==> src/rtl/fp_mul_pkg.sv <==
// fp_mul_pkg: operand classes, flag bit positions and canonical quiet-NaN builder for fp_mul_pipe
package fp_mul_pkg;
  typedef enum logic [2:0] {ZERO, SUB, NORM, INF, QNAN, SNAN} fp_class_t;
  localparam int FLAG_NV  = 3;
  localparam int FLAG_OVF = 2;
  localparam int FLAG_UNF = 1;
  localparam int FLAG_NX  = 0;
  function automatic logic [127:0] qnan(input int exp_w, input int man_w);
    logic [127:0] one;
    one = 128'd1;
    return (((one << exp_w) - one) << man_w) | (one << (man_w - 1));
  endfunction
endpackage

==> src/rtl/fp_round_norm.sv <==
// fp_round_norm: normalises a significand product, rounds to nearest even, range-checks and packs the result
module fp_round_norm
  import fp_mul_pkg::*;
#(
  parameter int EXP_W = 8,
  parameter int MAN_W = 23
) (
  input  logic                        sign,
  input  logic signed [EXP_W+1:0]     exp,
  input  logic        [2*MAN_W+1:0]   prod,
  output logic        [EXP_W+MAN_W:0] res,
  output logic        [3:0]           flags
);
  localparam int EW2 = EXP_W + 2;
  localparam int PW  = 2 * MAN_W + 2;
  localparam logic signed [EW2-1:0] EMAX = EW2'((1 << EXP_W) - 1);
  logic msb, g, r, s, inc, nx, ovf, unf;
  logic [PW-1:0] norm;
  logic [MAN_W:0] m;
  logic [MAN_W+1:0] sum;
  logic signed [EW2-1:0] e1, e2;
  logic [MAN_W-1:0] frac;
  always_comb begin
    msb = prod[PW-1];
    norm = msb ? prod : prod << 1;
    e1 = exp + EW2'(msb);
    m = norm[PW-1 -: MAN_W+1];
    g = norm[PW-MAN_W-2];
    r = norm[PW-MAN_W-3];
    s = |norm[PW-MAN_W-4:0];
    inc = g & (r | s | m[0]);
    sum = {1'b0, m} + (MAN_W+2)'(inc);
    e2 = e1 + EW2'(sum[MAN_W+1]);
    frac = sum[MAN_W+1] ? sum[MAN_W:1] : sum[MAN_W-1:0];
    nx = g | r | s;
    ovf = e2 >= EMAX;
    unf = !ovf && (e2[EW2-1] || e2 == '0);
    res = ovf ? {sign, {EXP_W{1'b1}}, {MAN_W{1'b0}}} :
          unf ? {sign, {(EXP_W+MAN_W){1'b0}}} :
                {sign, e2[EXP_W-1:0], frac};
    flags = '0;
    flags[FLAG_OVF] = ovf;
    flags[FLAG_UNF] = unf;
    flags[FLAG_NX] = nx | ovf | unf;
  end
endmodule

==> src/rtl/fp_mul_pipe.sv <==
// fp_mul_pipe: 3-stage pipelined IEEE-754 multiplier with RNE rounding, flush-to-zero and valid/ready flow control
module fp_mul_pipe
  import fp_mul_pkg::*;
#(
  parameter int EXP_W = 8,
  parameter int MAN_W = 23
) (
  input  logic                   clk,
  input  logic                   rst,
  input  logic                   in_valid,
  output logic                   in_ready,
  input  logic [EXP_W+MAN_W:0]   a,
  input  logic [EXP_W+MAN_W:0]   b,
  output logic                   out_valid,
  input  logic                   out_ready,
  output logic [EXP_W+MAN_W:0]   result,
  output logic [3:0]             flags
);
  localparam int W    = 1 + EXP_W + MAN_W;
  localparam int BIAS = 2 ** (EXP_W - 1) - 1;
  localparam int EW2  = EXP_W + 2;
  localparam int PW   = 2 * MAN_W + 2;
  localparam logic [127:0] QN_WIDE = qnan(EXP_W, MAN_W);
  localparam logic [W-1:0] QN = QN_WIDE[W-1:0];
  function automatic fp_class_t classify(input logic [W-1:0] x);
    logic [EXP_W-1:0] e;
    logic [MAN_W-1:0] f;
    e = x[W-2:MAN_W];
    f = x[MAN_W-1:0];
    return (e == '0) ? ((f == '0) ? ZERO : SUB) :
           (&e) ? ((f == '0) ? INF : (f[MAN_W-1] ? QNAN : SNAN)) : NORM;
  endfunction
  logic adv, s1_v, s1_sign, s2_v, s2_sign, s2_spec, s2_spec_nv, s3_v;
  logic nan, zero, inf, spec, spec_nv;
  logic signed [EW2-1:0] s1_exp, s2_exp;
  logic [MAN_W:0] s1_ma, s1_mb;
  fp_class_t s1_ca, s1_cb;
  logic [PW-1:0] s2_prod;
  logic [W-1:0] spec_res, s2_spec_res, rn_res;
  logic [3:0] rn_flags;
  assign adv = !s3_v || out_ready;
  assign in_ready = adv;
  assign out_valid = s3_v;
  always_comb begin
    nan = s1_ca inside {QNAN, SNAN} || s1_cb inside {QNAN, SNAN};
    zero = s1_ca inside {ZERO, SUB} || s1_cb inside {ZERO, SUB};
    inf = s1_ca == INF || s1_cb == INF;
    spec = nan || zero || inf;
    spec_nv = s1_ca == SNAN || s1_cb == SNAN || (!nan && inf && zero);
    spec_res = (nan || (inf && zero)) ? QN :
               inf ? {s1_sign, {EXP_W{1'b1}}, {MAN_W{1'b0}}} : {s1_sign, {(W-1){1'b0}}};
  end
  fp_round_norm #(.EXP_W(EXP_W), .MAN_W(MAN_W)) u_round_norm (
    .sign(s2_sign),
    .exp(s2_exp),
    .prod(s2_prod),
    .res(rn_res),
    .flags(rn_flags)
  );
  always_ff @(posedge clk) begin
    if (rst) begin
      s1_v <= 1'b0;
      s2_v <= 1'b0;
      s3_v <= 1'b0;
      result <= '0;
      flags <= '0;
    end else if (adv) begin
      s1_v <= in_valid;
      s1_sign <= a[W-1] ^ b[W-1];
      s1_exp <= EW2'(a[W-2:MAN_W]) + EW2'(b[W-2:MAN_W]) - EW2'(BIAS);
      s1_ma <= {1'b1, a[MAN_W-1:0]};
      s1_mb <= {1'b1, b[MAN_W-1:0]};
      s1_ca <= classify(a);
      s1_cb <= classify(b);
      s2_v <= s1_v;
      s2_sign <= s1_sign;
      s2_exp <= s1_exp;
      s2_prod <= PW'(s1_ma) * PW'(s1_mb);
      s2_spec <= spec;
      s2_spec_res <= spec_res;
      s2_spec_nv <= spec_nv;
      s3_v <= s2_v;
      result <= s2_spec ? s2_spec_res : rn_res;
      flags <= s2_spec ? {s2_spec_nv, 3'b000} : rn_flags;
    end
  end
endmodule
==> config.mk <==
export PLATFORM = sky130hd
export DESIGN_NAME = fp_mul_pipe
export DESIGN_NICKNAME = d
export VERILOG_FILES = /design/src/rtl/fp_mul_pkg.sv /design/src/rtl/fp_round_norm.sv /design/src/rtl/fp_mul_pipe.sv
export SDC_FILE = /design/constraint.sdc
export NUM_CORES = 2
export LEC_CHECK = 0
export ABC_AREA = 1
export BUFFER_PORTS_ARGS = -buffer_cell sky130_fd_sc_hd__buf_2
export CAP_MARGIN = 20
export CELL_PAD_IN_SITES_DETAIL_PLACEMENT = 1
export CELL_PAD_IN_SITES_GLOBAL_PLACEMENT = 1
export CORE_ASPECT_RATIO = 1.4
export CORE_UTILIZATION = 30
export CTS_CLUSTER_DIAMETER = 200
export DETAILED_ROUTE_END_ITERATION = 16
export PLACE_DENSITY_LB_ADDON = 0.1
export SLEW_MARGIN = 20
export SYNTH_ARGS = -nofsm -noshare
export SYNTH_HDL_FRONTEND = slang
export SYNTH_SLANG_ARGS = --single-unit
==> constraint.sdc <==
create_clock -name clk -period 8.2 [get_ports clk]
set_input_delay 1.23 -clock clk [delete_from_list [all_inputs] [get_ports clk]]
set_output_delay 1.23 -clock clk [all_outputs]
set_load 0.005 [all_outputs]
Yosys cells after proc, flatten, opt, wreduce, memory -nomap -nowiden
Cells that the tools add are included.
{"block": "classes", "add_sub_neg": 5, "magnitude_cmp": 1, "reduce_logical": 32, "eq_ne": 8, "bitwise_logic": 9, "n_mul": 1, "n_mux": 17}
{"op": "$mux W31", "count": 3}
{"op": "$mul A24 B24 Y48", "count": 1}
{"op": "$mux W48", "count": 1}
{"op": "$logic_not A23 Y1", "count": 2}
{"op": "$mux W32", "count": 1}
{"op": "$add A24 B1 Y25", "count": 1}
{"op": "$mux W23", "count": 1}
{"op": "$reduce_or A22 Y1", "count": 1}
{"op": "$add A10 B1 Y10", "count": 2}
{"op": "$mux W3", "count": 6}
{"op": "$logic_not A8 Y1", "count": 2}
{"op": "$reduce_and A8 Y1", "count": 2}
{"op": "$eq A3 B3 Y1 const B", "count": 4}
{"op": "$ge A10 B9 Y1 const B", "count": 1}
{"op": "$logic_not A10 Y1", "count": 1}
{"op": "$logic_or A1 B1 Y1", "count": 10}
{"op": "$sub A9 B7 Y10 const B", "count": 1}
{"op": "$add A8 B8 Y9", "count": 1}
{"op": "$reduce_bool A2 Y1", "count": 4}
{"op": "$eq A3 B1 Y1 const B", "count": 2}
{"op": "$eq A3 B2 Y1 const B", "count": 2}
{"op": "$logic_not A3 Y1", "count": 2}
{"op": "$or A1 B1 Y1", "count": 6}
{"op": "$logic_and A1 B1 Y1", "count": 4}
{"op": "other kinds (7)", "count": 12}
{"block": "word_totals", "regBits": 195, "output_inout_bits": 38, "word_cells": 90, "in_bits": 68}

Longest topological paths before layout
{"block": "logic_depth", "ltp_word": 13, "depth_mapped": 33, "depth_no_buf": 31}

Hierarchy
From an unflattened synthesis, not the netlist that was laid out.
{"block": "hier_totals", "cells_unflattened": 3609, "area_unflattened_um2": 28021.9}
{"mod": "fp_mul_pipe", "seq_area_each_um2": 4594.4, "instances": 1, "area_per_inst_um2": 26187.6, "cells_per_inst": 3232}
{"mod": "fp_round_norm", "seq_area_each_um2": 0.0, "instances": 1, "area_per_inst_um2": 1834.3, "cells_per_inst": 377}

Worst setup path before layout
OpenSTA, ideal clock, no wires.
{"block": "synth_path", "path_type": "input -> register", "start": "input out_ready", "end": "register result[25]", "t_arrival_ns": 8.181, "path_buffers": 0, "path_slack_ns": -0.084, "t_required_ns": 8.098, "cell_stages": 4, "setup_time_ns": 0.102, "path_cell_list": "nor2_1 > nor2_1 > o21ai_0 > o21ai_0"}
{"block": "synth_between", "elab_chain_len": 1}
{"element": "start: declaration", "line": "fp_mul_pipe.sv:15", "source": "input logic out_ready,"}
{"element": "$logic_or A1 B1 Y1", "line": "fp_mul_pipe.sv:41", "source": "assign adv = !s3_v || out_ready;"}
{"element": "end signal: assignment", "line": "fp_mul_pipe.sv:83", "source": "result <= s2_spec ? s2_spec_res : rn_res;"}
{"element": "end: declaration", "line": "fp_mul_pipe.sv:16", "source": "output logic [EXP_W+MAN_W:0] result,"}
Every way passes these cells.
A chain may end at the register's enable or synchronous reset.

Final worst setup path
{"block": "layout_path", "start": "register s1_ma[19]", "end": "register s2_prod[39], data pin"}
{"block": "layout_between", "elab_chain_len": 1}
{"element": "start: declaration", "line": "fp_mul_pipe.sv:36", "source": "logic [MAN_W:0] s1_ma, s1_mb;"}
{"element": "start signal: assignment", "line": "fp_mul_pipe.sv:71", "source": "s1_ma <= {1'b1, a[MAN_W-1:0]};"}
{"element": "$mul A24 B24 Y48", "line": "fp_mul_pipe.sv:78", "source": "s2_prod <= PW'(s1_ma) * PW'(s1_mb);"}
{"element": "end signal: assignment", "line": "fp_mul_pipe.sv:78"}
{"element": "end: declaration", "line": "fp_mul_pipe.sv:38", "source": "logic [PW-1:0] s2_prod;"}
Every way passes these cells.

==> run_results.csv <==
group,metric,value,unit
outcome,status,"completed",
timing,fmaxAchievable,134,MHz
global_route,grt_busiest_layer,"met2",
worst_setup_path,timing.rr.end,"s2_prod[39]$_DFFE_PP_",
synthesis,synth_top_area_share,34.9,%
clock_tree,h-tree-depth,4,
worst_setup_path,r2r-start,"s1_ma[19]$_DFFE_PP_",
timing,tightest_slew,1.16,ns
clock_tree,holdBufCountCts,0,
final_layout,nets,4270,
clock_tree,worstSkewPairLatency,0.51,ns
final_layout,layout-drive-gt1-share,8.47,%
final_layout,finish.utilization,33.5,%
min_path,hold_class,"reg -> reg",
global_route,grt_pass1_vias,24937,
synthesis,synth_area_leaders,"fa_1 35%, inv_1 14%, edfxtp_1 14%, nand2_1 12%, ha_1 8.6%",
clock_tree,cts_made_buffers,17,
worst_setup_path,critPathLaunch,"s1_ma[19]$_DFFE_PP_",
synthesis,yosys_warnings,0,
synthesis,ys_seq_elements,166,
final_layout,diodes,0,
route,num_vias,21605,
clock_tree,cts.repair.resized,0,
worst_setup_path,critical_path_required,8.47,ns
synthesis,syn_area,27700,sq um
clock_tree,cts_tree,"yes",
global_route,globalRouteTotalUtil,21.2,%
clock_tree,clock_sinks,166,
place,place_hpwl,81.2,mm
worst_setup_path,worstPathArrival,7.73,ns
flow_run,maxCapViolCount,0,
floorplan,num_rows,131,
global_route,grt_max_degree,69,
timing,fin_crit,7.46,ns
floorplan,start_util,30.4,%
worst_setup_path,end_kind,"flip-flop",
worst_setup_path,rrSetupSlack,0.74,ns
floorplan,die_h,362,microns
synthesis,synth.avg_cell_area,8.09,sq um
route,dr.pass1.iters,5,
global_route,met3_usage,2.34,%
final_layout,stdcell_count,4738,
timing,maxSlewViolCount,0,
global_route,grt_antenna_before_repair,1,
clock_tree,clk_pin_slew_worst_paths,0.08,ns
floorplan,dieArea,93700,sq um
clock_tree,clockBufferDepth,2,
worst_setup_path,endpoint,"s2_prod[39]$_DFFE_PP_",
worst_setup_path,crit_type,"reg -> reg",
timing,relSlewSlack,22.5,%
place,globalplace.congestion,0.882,
timing,setup_tns,0,ns
synthesis,synth_cells,3429,
place,io_buffers,105,
global_route,grt_overflow,0,
floorplan,coreArea,91300,sq um
synthesis,ys_types,56,
floorplan,ios,106,
route,drc,0,
route,wirelength,95.3,mm
route,wire_per_inst,20.1,microns
timing,setup-violations-final,0,
route,vias_per_cell,4.56,
floorplan,die_w,259,microns
worst_setup_path,worst-path-max-fanout,18,
global_route,use_met2,39.2,%
synthesis,synth_nets,4171,
clock_tree,clock-root-buffer,"clkbuf_16",
place,dp_cells,4705,
global_route,grt_pass1_wl,147,mm
route,detail-route-antenna-nets,0,
timing,final.period_utilization,90.9,%
final_layout,nFillCells,10991,
final_layout,mostFrequentLayoutCells,"1018 x inv_1, 872 x nand2_1, 484 x fa_1",
timing,rsz0062_at_grt,"false",
timing,skew,0.0196,ns
route,drt-initial-drc-count,870,
clock_tree,cts_setup_buffers,0,
final_layout,mostFrequentLayoutCell,"inv_1",
final_layout,syn_to_final_growth,10.2,%
synthesis,yosysTopAreaCell,"fa_1",
timing,finalHoldViolations,0,
worst_setup_path,reg2reg_depth,24,
global_route,met1_usage,24.5,%
synthesis,yosysSeqAreaShare,16.6,%
worst_setup_path,cp-start-kind,"flip-flop",
synth_stat cells, drive strengths merged:
master and instances:
clkinv 1, nand3b 7, nor3 9, o41ai 1, dfxtp 39, fa 484, o21a 3, nand3 67
o22ai 3, buf 11, xnor2 19, inv 1023, clkbuf 96, xor2 44, o211ai 1, a31oi 15
nand2 894, or2 6, a21boi 4, a32o 2, nand2b 1, and3 3, nor4 16, o21bai 11
ha 190, nor2 161, a21oi 78, and2 3, a211oi 1, nand4 23, a21o 6, o21ai 80
edfxtp 127
final cells by class:
class | instances | area, sq um | share of cell area, %
clock inverter | 15 | 176 | 0.577
tap | 1197 | 1500 | 4.90
sequential | 166 | 4590 | 15.0
timing repair buffer | 187 | 1220 | 3.98
multi-input combinational | 2132 | 18800 | 61.5
inverter | 1024 | 3850 | 12.6
clock buffer | 17 | 425 | 1.39
sequential cells by signal (all words and copies together), names as in the netlist, 4 cells and up:
| register | count |
|---|---|
| s1_ma | 23 |
| s2_exp | 10 |
| s1_mb | 23 |
| s2_prod | 48 |
| flags | 4 |
| s1_exp | 10 |
| result | 32 |
per-layer routing:
| layer | routed length (microns) | up-vias |
|---|---|---|
| met3 | 2290 | 116 |
| met2 | 50600 | 298 |
| met1 | 38700 | 11057 |
| li1 | - | 10132 |
| met4 | 3630 | 2 |
| met5 | 13 | - |
how the worst min path moves through the flow:
stage          depth (start not counted)  slack, ns                  end                start
2_1_floorplan                          0       0.40  s2_exp[0]$_DFFE_PP_  s1_exp[0]$_DFFE_PP_
3_3_place_gp                           0       0.40  s2_exp[5]$_DFFE_PP_  s1_exp[5]$_DFFE_PP_
3_5_place_dp                           0       0.41  s2_exp[4]$_DFFE_PP_  s1_exp[4]$_DFFE_PP_
4_1_cts                                0       0.42  s2_exp[4]$_DFFE_PP_  s1_exp[4]$_DFFE_PP_
5_1_grt                                0       0.43  s2_exp[5]$_DFFE_PP_  s1_exp[5]$_DFFE_PP_
6_report                               0       0.42  s2_exp[4]$_DFFE_PP_  s1_exp[4]$_DFFE_PP_
critical path, cell delays in order (launching register included):
cell      delay [ns]
edfxtp_1        1.12
nand2_1         0.22
fa_1            0.60
inv_1           0.05
fa_1            0.48
inv_1           0.08
fa_1            0.51
fa_1            0.52
inv_1           0.06
fa_1            0.50
fa_1            0.49
inv_1           0.05
fa_1            0.50
inv_1           0.05
ha_1            0.36
nand2_1         0.11
nor2_1          0.44
inv_1           0.08
o21bai_1        0.36
nand2_1         0.10
nand3_1         0.11
nand2b_1        0.17
a21oi_1         0.08
nand2_1         0.07
nand2_1         0.05
stage by stage:
step                      setup slack (ns)  hold WS [ns]  instance area [sq um]
after floorplan                       2.08         0.400                  27700
after global placement               0.733         0.401                  29900
after detailed placement             0.731         0.405                  30000
after CTS                            0.715         0.425                  30600
after global routing                 0.471         0.427                  30600
final                                0.743         0.422                  30600
cell families (layout without fill, tap and decap cells):
logic type                 count (synthesis)  in the layout  share of synthesized area (%)
adders and majority gates                674            674                           43.5
AOI/OAI and AO/OA                        205            205                           4.32
xor gates and xnor gates                  63             63                           2.02
and+or+nand+nor                         1190           1190                           17.9
DFF                                      166            166                           16.6
buffers and inverters                   1131           1243                           15.7
Power is left out: the tool's default activity adds up to more than one toggle a clock period on the data nets, which glitch-free logic cannot reach.
